==> config.mk <==
export PLATFORM = sky130hd
export DESIGN_NAME = time_counter
export DESIGN_NICKNAME = d
export VERILOG_FILES = /design/src/rtl/alarm_clock_pkg.sv /design/src/rtl/time_incr.sv /design/src/rtl/time_counter.sv
export SDC_FILE = /design/constraint.sdc
export NUM_CORES = 1
export LEC_CHECK = 0
export CAP_MARGIN = 20
export CORE_MARGIN = 4
export CORE_UTILIZATION = 25
export CTS_BUF_LIST = sky130_fd_sc_hd__clkbuf_4 sky130_fd_sc_hd__clkbuf_8
export CTS_CLUSTER_SIZE = 10
export DETAILED_ROUTE_END_ITERATION = 16
export PLACE_DENSITY = 0.48
export RECOVER_POWER = 50
export SYNTH_ARGS = -nofsm -noshare
export SYNTH_HDL_FRONTEND = slang
export SYNTH_SLANG_ARGS = --single-unit
==> constraint.sdc <==
create_clock -name clock -period 4.5 [get_ports clock]
set_input_delay 0.45 -clock clock [delete_from_list [all_inputs] [get_ports clock]]
set_output_delay 0.45 -clock clock [all_outputs]
set_load 0.1 [all_outputs]
==> src/rtl/alarm_clock_pkg.sv <==
// Shared alarm-clock types: BCD digits, HH:MM time bundle and validity check.
package alarm_clock_pkg;

    typedef logic [3:0] bcd_digit_t;

    typedef struct packed {
        bcd_digit_t ms_hr;
        bcd_digit_t ls_hr;
        bcd_digit_t ms_min;
        bcd_digit_t ls_min;
    } time_hhmm_t;

    localparam bcd_digit_t MAX_MS_HR       = 4'd2;
    localparam bcd_digit_t MAX_LS_HR_AT_20 = 4'd3;
    localparam bcd_digit_t MAX_MS_MIN      = 4'd5;
    localparam bcd_digit_t MAX_BCD         = 4'd9;
    localparam time_hhmm_t MIDNIGHT        = '0;

    function automatic logic is_valid_time(input time_hhmm_t t);
        logic ok;
        ok = (t.ms_hr <= MAX_MS_HR) && (t.ls_hr <= MAX_BCD) &&
             (t.ms_min <= MAX_MS_MIN) && (t.ls_min <= MAX_BCD);
        if (t.ms_hr == MAX_MS_HR && t.ls_hr > MAX_LS_HR_AT_20)
            ok = 1'b0;
        return ok;
    endfunction

endpackage

==> src/rtl/time_incr.sv <==
// Combinational next-minute function on a valid HH:MM BCD time.
module time_incr
    import alarm_clock_pkg::*;
(
    input  time_hhmm_t cur,
    output time_hhmm_t next,
    output logic       wrap
);

    always_comb begin
        next = cur;
        wrap = 1'b0;
        if (cur.ls_min != MAX_BCD) begin
            next.ls_min = cur.ls_min + 4'd1;
        end else begin
            next.ls_min = 4'd0;
            if (cur.ms_min != MAX_MS_MIN) begin
                next.ms_min = cur.ms_min + 4'd1;
            end else begin
                next.ms_min = 4'd0;
                // 23:59 is the only hour value that wraps the whole day
                if (cur.ms_hr == MAX_MS_HR && cur.ls_hr == MAX_LS_HR_AT_20) begin
                    next = MIDNIGHT;
                    wrap = 1'b1;
                end else if (cur.ls_hr == MAX_BCD) begin
                    next.ls_hr = 4'd0;
                    next.ms_hr = cur.ms_hr + 4'd1;
                end else begin
                    next.ls_hr = cur.ls_hr + 4'd1;
                end
            end
        end
    end

endmodule

==> src/rtl/time_counter.sv <==
// Current time-of-day register: minute ticks, validated parallel load.
module time_counter
    import alarm_clock_pkg::*;
(
    input  logic       clock,
    input  logic       reset,
    input  logic       one_minute,
    input  logic       load_new_c,
    input  logic [3:0] new_current_time_ms_hr,
    input  logic [3:0] new_current_time_ls_hr,
    input  logic [3:0] new_current_time_ms_min,
    input  logic [3:0] new_current_time_ls_min,
    output logic [3:0] current_time_ms_hr,
    output logic [3:0] current_time_ls_hr,
    output logic [3:0] current_time_ms_min,
    output logic [3:0] current_time_ls_min,
    output logic       load_reject,
    output logic       day_rollover
);

    time_hhmm_t cur_q;
    time_hhmm_t cur_d;
    time_hhmm_t load_val;
    time_hhmm_t inc_val;
    logic       inc_wrap;
    logic       reject_d;
    logic       roll_d;

    assign load_val = '{ms_hr:  new_current_time_ms_hr,
                        ls_hr:  new_current_time_ls_hr,
                        ms_min: new_current_time_ms_min,
                        ls_min: new_current_time_ls_min};

    time_incr u_incr (
        .cur  (cur_q),
        .next (inc_val),
        .wrap (inc_wrap)
    );

    // A valid load pre-empts a coincident tick; an invalid one lets it through
    always_comb begin
        cur_d    = cur_q;
        reject_d = 1'b0;
        roll_d   = 1'b0;
        if (load_new_c && is_valid_time(load_val)) begin
            cur_d = load_val;
        end else begin
            reject_d = load_new_c;
            if (one_minute) begin
                cur_d  = inc_val;
                roll_d = inc_wrap;
            end
        end
    end

    always_ff @(posedge clock or posedge reset) begin
        if (reset) begin
            cur_q        <= MIDNIGHT;
            load_reject  <= 1'b0;
            day_rollover <= 1'b0;
        end else begin
            cur_q        <= cur_d;
            load_reject  <= reject_d;
            day_rollover <= roll_d;
        end
    end

    assign current_time_ms_hr  = cur_q.ms_hr;
    assign current_time_ls_hr  = cur_q.ls_hr;
    assign current_time_ms_min = cur_q.ms_min;
    assign current_time_ls_min = cur_q.ls_min;

endmodule

==> results of run 1 <==
cells in the final DEF, fill, tap and decap left out, drive strengths merged, types with 3 or more instances in the layout:
cell            n
a21oi          13
clkbuf          5
clkdlybuf4s50  33
dfrtp          18
dlygate4sd3     4
ha              4
inv             8
nand2           4
nand3           4
nor2            5
nor3           10
nor3b           3
o21ai           6
o22a            5
xnor2           4
layout make-up:
cell class,count,share of cell area (%)
Clock buffer,4,3.49
Sequential cell,18,28.6
Tap cell,50,3.97
Inverter,8,1.90
Timing Repair Buffer,38,23.7
Multi-Input combinational cell,90,38.3
cell families after synthesis:
kind of cell,count (synthesis),share of synthesized area (%)
XOR/XNOR,4,3.19
buffers and inverters,12,4.10
adder cells (fa/ha/maj),4,4.55
AO/OA/AOI/OAI,39,23.1
flip-flops,18,41.0
multiplexers,2,1.82
AND/OR/NAND/NOR,41,22.3
power by group through the flow:
| stage | Clock [W] | Combinational, W | Sequential (W) |
|---|---|---|---|
| 6_report | 0.000133 | 0.000740 | 0.000297 |
| 3_5_place_dp | 0 | 0.000743 | 0.000299 |
| 3_3_place_gp | 0 | 0.000743 | 0.000297 |
| 5_1_grt | 0.000144 | 0.000781 | 0.000308 |
| 4_1_cts | 0.000138 | 0.000746 | 0.000296 |
| 2_1_floorplan | 0 | 0.000170 | 0.000682 |
metal layers:
metal,GRT usage (%),part of all wire [%]
met3,2.16,3.4
met2,19.4,47
met4,5.34,1.9
met5,0,0
met1,17.6,48
metrics by stage:
| stage | instances | utilization [%] | instance area (sq um) | power (W) | worst slack [ns] |
|---|---|---|---|---|---|
| after global placement | 204 | 37.1 | 1530 | 0.00104 | 1.99 |
| after global routing | 208 | 38.3 | 1580 | 0.00123 | 1.57 |
| after detailed placement | 204 | 37.1 | 1530 | 0.00104 | 1.94 |
| after CTS | 208 | 38.4 | 1580 | 0.00118 | 2.14 |
| final | 208 | 38.3 | 1580 | 0.00117 | 1.78 |
| after floorplan | 120 | - | 1100 | 0.000852 | 2.01 |
worst reg2reg max path: cells and delay by family (launching register included):
family | cells | cell delay, ns
AOI/OAI and AO/OA | 2 | 0.45
adders and majority gates | 1 | 0.14
buffers and inverters | 1 | 0.09
DFF | 1 | 0.45
and+or+nand+nor | 2 | 0.97
worst paths after layout:
| path | depth (start not counted) | startpoint | slack, ns | end |
|---|---|---|---|---|
| hold reg to reg | 2 | current_time_ms_hr[3]$_DFFE_PP0P_ | 0.60 | current_time_ms_hr[3]$_DFFE_PP0P_ |
| max in group asynchronous | 2 | reset | 3.30 | current_time_ms_hr[3]$_DFFE_PP0P_ |
| min in group asynchronous | 2 | reset | 0.74 | current_time_ls_min[3]$_DFFE_PP0P_ |
| hold / removal | 2 | current_time_ms_hr[3]$_DFFE_PP0P_ | 0.60 | current_time_ms_hr[3]$_DFFE_PP0P_ |
| setup / recovery | 6 | new_current_time_ls_hr[3] | 1.78 | current_time_ls_hr[0]$_DFFE_PP0P_ |
| setup reg to reg | 6 | current_time_ms_hr[0]$_DFFE_PP0P_ | 2.33 | current_time_ms_hr[3]$_DFFE_PP0P_ |
flip-flops by register name, summed over array words and instances, names as in the netlist:
register / cells
current_time_ms_hr: 4
current_time_ms_min: 4
current_time_ls_hr: 4
day_rollover: 1
current_time_ls_min: 4
load_reject: 1
==> results.sh, run 1 <==
export IMPL_synthDistinctLibCells=39
export IMPL_timing_hold_ws_ns=0.595
export IMPL_clkSinkCount=18
export IMPL_drc_errors=0
export IMPL_crit_family="buffers and inverters"
export IMPL_crit_path_start_kind="input pin"
export IMPL_grt_pass1_wl_mm=5.39
export IMPL_fin_crit_ns=2.72
export IMPL_hpwl_mm=2.45
export IMPL_cts_buffers=3
export IMPL_yosysWarnings=0
export IMPL_slew_headroom_pct=34.5
export IMPL_htree_levels=1
export IMPL_clk_latency_ns=0.26
export IMPL_tns_ns=0
export IMPL_avgSynthCellArea_sq_um=9.17
export IMPL_boundaryPins=38
export IMPL_pwr_share_seq_pct=25.3
export IMPL_drive_gt1_share_pct=4.43
export IMPL_portBuffers=37
export IMPL_post_drt_wl_per_cell_um=15.4
export IMPL_period_share_pct=60.3
export IMPL_power_switching_w=0.000673
export IMPL_pwr_share_clk_pct=11.4
export IMPL_synth_edf_count=0
export IMPL_crit_path_max_incr_delay_ns=0.62
export IMPL_antenna_found_initial=0
export IMPL_finalWeightedCongestion=0.777
export IMPL_power_density_mw_per_mm2=742
export IMPL_dr_pass1_iters=4
export IMPL_diodes=0
export IMPL_final_setup_viol_count=0
export IMPL_multi_input_comb_area_sq_um=604
export IMPL_area_growth_pct=43.3
export IMPL_maxCapViolations=0
export IMPL_seq_area_frac_synth_pct=41.0
export IMPL_synth_fp_nets=144
export IMPL_cts_root_buf="clkbuf_8"
export IMPL_grt_pass1_vias=1107
export IMPL_internal_power_w=0.000497
export IMPL_post_cts_buffers=0
export IMPL_crit_arrival_ns=2.86
export IMPL_yosysMostFrequentCell="dfrtp_1"
export IMPL_synth_main_ff_cell="dfrtp_1"
export IMPL_synth_area_sq_mm=0.00110
export IMPL_synth_largest_area_cell="dfrtp_1"
export IMPL_fillers=439
export IMPL_status="completed"
export IMPL_cts_buffer_depth=2
export IMPL_num_rows=23
export IMPL_cts_tree="yes"
export IMPL_async_flop_share_pct=100
export IMPL_wl_mm=3.21
export IMPL_synth_area_leaders="dfrtp_1 41%, a21oi_1 5.9%, ha_1 4.6%, nor3_1 4.6%, o22a_1 4.0%"
export IMPL_clk_pin_slew_worst_paths_ns=0.07
export IMPL_initial_utilization_pct=26.7
export IMPL_vias=1054
export IMPL_worst_pin_slew_ns=0.979
export IMPL_path_class="input pin to register"
export IMPL_path_buf_inv=2
export IMPL_crit_fanout=16
export IMPL_postCtsHoldBufs=0
export IMPL_ys_seq_elements=18
export IMPL_syn_instance_count=120
export IMPL_final_nets=183
export IMPL_dieArea_sq_mm=0.00552
export IMPL_hp_class="register to register"
export IMPL_required_ns=4.65
export IMPL_rsz0062_at_grt="false"
export IMPL_grtUsageTotal_pct=12.7
export IMPL_ant_nets=0
export IMPL_die_w_um=74.3
export IMPL_drt_initial_drc_count=68
export IMPL_skew_ns=0.00514
export IMPL_swShare_pct=57.5
export IMPL_synth_common_cells="18 x dfrtp_1, 13 x a21oi_1, 10 x nor3_1, 8 x inv_1"
export IMPL_combPwrFrac_pct=63.3
export IMPL_core_sq_mm=0.00412
export IMPL_post_cts_resize_count=0
export IMPL_cpMaxStageDelayCell="dlygate4sd3_1"
export IMPL_p_leak_nw=0.597
export IMPL_grt_overflow=0
export IMPL_die_y_um=74.3
export IMPL_crit_path_end_kind="register"
export IMPL_grt_max_degree=19
export IMPL_post_synth_top_area_fraction_pct=41.0
export IMPL_ir_drop_mv=0.249
export IMPL_slew_violations=0
export IMPL_crit_chain="dlygate4sd3_1, a221oi_1, o21ai_0, clkbuf_1, or2_0, o22a_1"
export IMPL_hold_violations=0
export IMPL_viasPerCell=5.07
export IMPL_regArea_sq_um=450
export IMPL_maxClockFrequency_mhz=368
Power figures use the tool's default switching activity.
==> run 2: changes to the inputs <==
PLACE_DENSITY = 0.5   (was 0.48)
clock period = 2.4 ns   (was 4.5 ns; I/O delays follow)
==> run 2 against run 1 <==
Net effect: flip-flop and latch count unchanged; routed wire length is 3.5% higher; cell count rose by 0.96%; critical path depth shrank 2; critical endpoint is now current_time_ms_hr[3]$_DFFE_PP0P_; first-iteration DRC count decreased by 22%.
==> results.sh, run 2 (synthesized netlist as in run 1, its figures left out) <==
export IMPL_status="completed"
export IMPL_num_rows=23
export IMPL_drc_errors=0
export IMPL_pwr_share_clk_pct=10.2
export IMPL_skew_ns=0.00109
export IMPL_final_nets=186
export IMPL_post_cts_resize_count=0
export IMPL_antenna_found_initial=0
export IMPL_path_buf_inv=0
export IMPL_crit_arrival_ns=2.24
export IMPL_crit_family="simple AND/OR/NAND/NOR gates"
export IMPL_vias=1094
export IMPL_period_share_pct=86.0
export IMPL_power_w=0.00209
export IMPL_top_usage_layer="met2"
export IMPL_ant_nets=0
export IMPL_crit_chain="or3b_1, or3_4, or4_1, a21oi_1"
export IMPL_ir_drop_mv=0.529
export IMPL_cts_root_buf="clkbuf_8"
export IMPL_cpMaxStageDelayCell="or4_1"
export IMPL_rsz0062_at_grt="false"
export IMPL_swShare_pct=60.0
export IMPL_grt_overflow=0
export IMPL_final_common_cell="clkdlybuf4s50_1"
export IMPL_die_y_um=74.3
export IMPL_fin_cells=210
export IMPL_tns_ns=0
export IMPL_p_leak_nw=0.586
export IMPL_maxClockFrequency_mhz=484
export IMPL_required_ns=2.57
export IMPL_post_drt_wl_per_cell_um=15.8
export IMPL_power_switching_w=0.00126
export IMPL_initial_utilization_pct=26.7
export IMPL_internal_power_w=0.000838
export IMPL_clk_pin_slew_worst_paths_ns=0.07
export IMPL_grt_max_degree=19
export IMPL_grt_pass1_wl_mm=5.29
export IMPL_multi_input_comb_area_sq_um=604
export IMPL_hpwl_mm=2.53
export IMPL_grt_use_met3_pct=1.35
export IMPL_dr_pass1_iters=4
export IMPL_hold_violations=0
export IMPL_portBuffers=37
export IMPL_cts_tree="yes"
export IMPL_viasPerCell=5.21
export IMPL_post_cts_buffers=0
export IMPL_finalWeightedCongestion=0.820
export IMPL_regArea_sq_um=455
export IMPL_pwr_share_seq_pct=26.6
export IMPL_drive_gt1_share_pct=15.0
export IMPL_use_met1_pct=17.0
export IMPL_worst_pin_slew_ns=1.18
export IMPL_maxCapViolations=0
export IMPL_final_setup_viol_count=0
export IMPL_crit_path_max_incr_delay_ns=0.52
export IMPL_fin_crit_ns=2.07
export IMPL_htree_levels=1
export IMPL_most_common_layout_cells="18 x clkdlybuf4s50_1, 14 x dfrtp_1, 13 x a21oi_1, 13 x buf_4, 10 x nor3_1"
export IMPL_core_sq_mm=0.00412
export IMPL_diodes=0
export IMPL_crit_path_end_kind="register"
export IMPL_area_growth_pct=37.8
export IMPL_dpl_cell_count=207
export IMPL_die_w_um=74.3
export IMPL_boundaryPins=38
export IMPL_cts_buffer_depth=2
export IMPL_path_class="register to register"
export IMPL_postCtsHoldBufs=0
export IMPL_combPwrFrac_pct=63.2
export IMPL_slew_violations=0
export IMPL_grtUsageMet2_pct=20.6
export IMPL_dieArea_sq_mm=0.00552
export IMPL_clk_latency_ns=0.25
export IMPL_clkSinkCount=18
export IMPL_fillers=449
export IMPL_wl_mm=3.32
export IMPL_hp_class="input pin to async pin"
export IMPL_crit_fanout=14
export IMPL_grtUsageTotal_pct=12.4
export IMPL_drt_initial_drc_count=53
export IMPL_power_density_mw_per_mm2=1380
export IMPL_crit_path_start_kind="register"
export IMPL_slew_headroom_pct=21.9
export IMPL_cts_buffers=3
export IMPL_grt_pass1_vias=1063
[run 2: cell count changes in the layout (fill, tap and decap cells not counted), sizes merged]
cell | previous run | this run
buf | 0 | 13
clkdlybuf4s50 | 33 | 18
dlygate4sd3 | 4 | 1
clkbuf | 5 | 12
[run 2: power groups by stage]
stage | registers, W | logic (W) | clock network, W
finish | 0.000557 | 0.00132 | 0.000213
global route | 0.000581 | 0.00139 | 0.000238
CTS | 0.000559 | 0.00137 | 0.000226
detailed placement | 0.000565 | 0.00137 | 0
global placement | 0.000558 | 0.00136 | 0
floorplan | 0.00129 | 0.000317 | 0
[run 2: routing by layer]
metal / vias up / wire length (um)
li1: 531 / -
met1: 540 / 1490
met2: 19 / 1660
met3: 4 / 123
met4: 0 / 41
met5: - / 0
[run 2: worst reg2reg max path, stage by stage, from the launching register on]
cell and delay [ns]:
dfrtp_1 0.44, or3b_1 0.43, or3_4 0.44, or4_1 0.52, a21oi_1 0.16
[run 2: path summary, 6_finish.rpt]
check,start,endpoint,slack [ns],depth (start not counted)
worst max-delay path,current_time_ms_min[1]$_DFFE_PP0P_,current_time_ms_hr[3]$_DFFE_PP0P_,0.33,4
worst min-delay path,reset,current_time_ms_min[2]$_DFFE_PP0P_,0.54,2
worst max register to register,current_time_ms_min[1]$_DFFE_PP0P_,current_time_ms_hr[3]$_DFFE_PP0P_,0.33,4
worst min register to register,current_time_ms_min[3]$_DFFE_PP0P_,current_time_ms_min[3]$_DFFE_PP0P_,0.60,2
max in group asynchronous,reset,current_time_ls_hr[0]$_DFFE_PP0P_,1.36,2
min in group clock,load_new_c,load_reject$_DFF_PP0_,0.55,2
[run 2: final cells by class]
cell class / instances / area share (%)
timing repair buffer: 41 / 21.2
inverter: 8 / 1.98
clock buffer: 3 / 2.73
sequential: 18 / 30.1
tap: 50 / 4.13
multi-input combinational: 90 / 39.9
[run 2: metrics by stage]
step | util (%) | setup slack (ns) | cell area (sq um) | hold WS (ns)
floorplan | - | 0.00174 | 1100 | 0.178
finish | 36.8 | 0.335 | 1520 | 0.543
detailed placement | 36.6 | 0.237 | 1510 | 0.588
global route | 36.8 | 0.257 | 1520 | 0.574
global placement | 36.6 | 0.264 | 1510 | 0.574
CTS | 37.6 | 0.335 | 1550 | 0.445
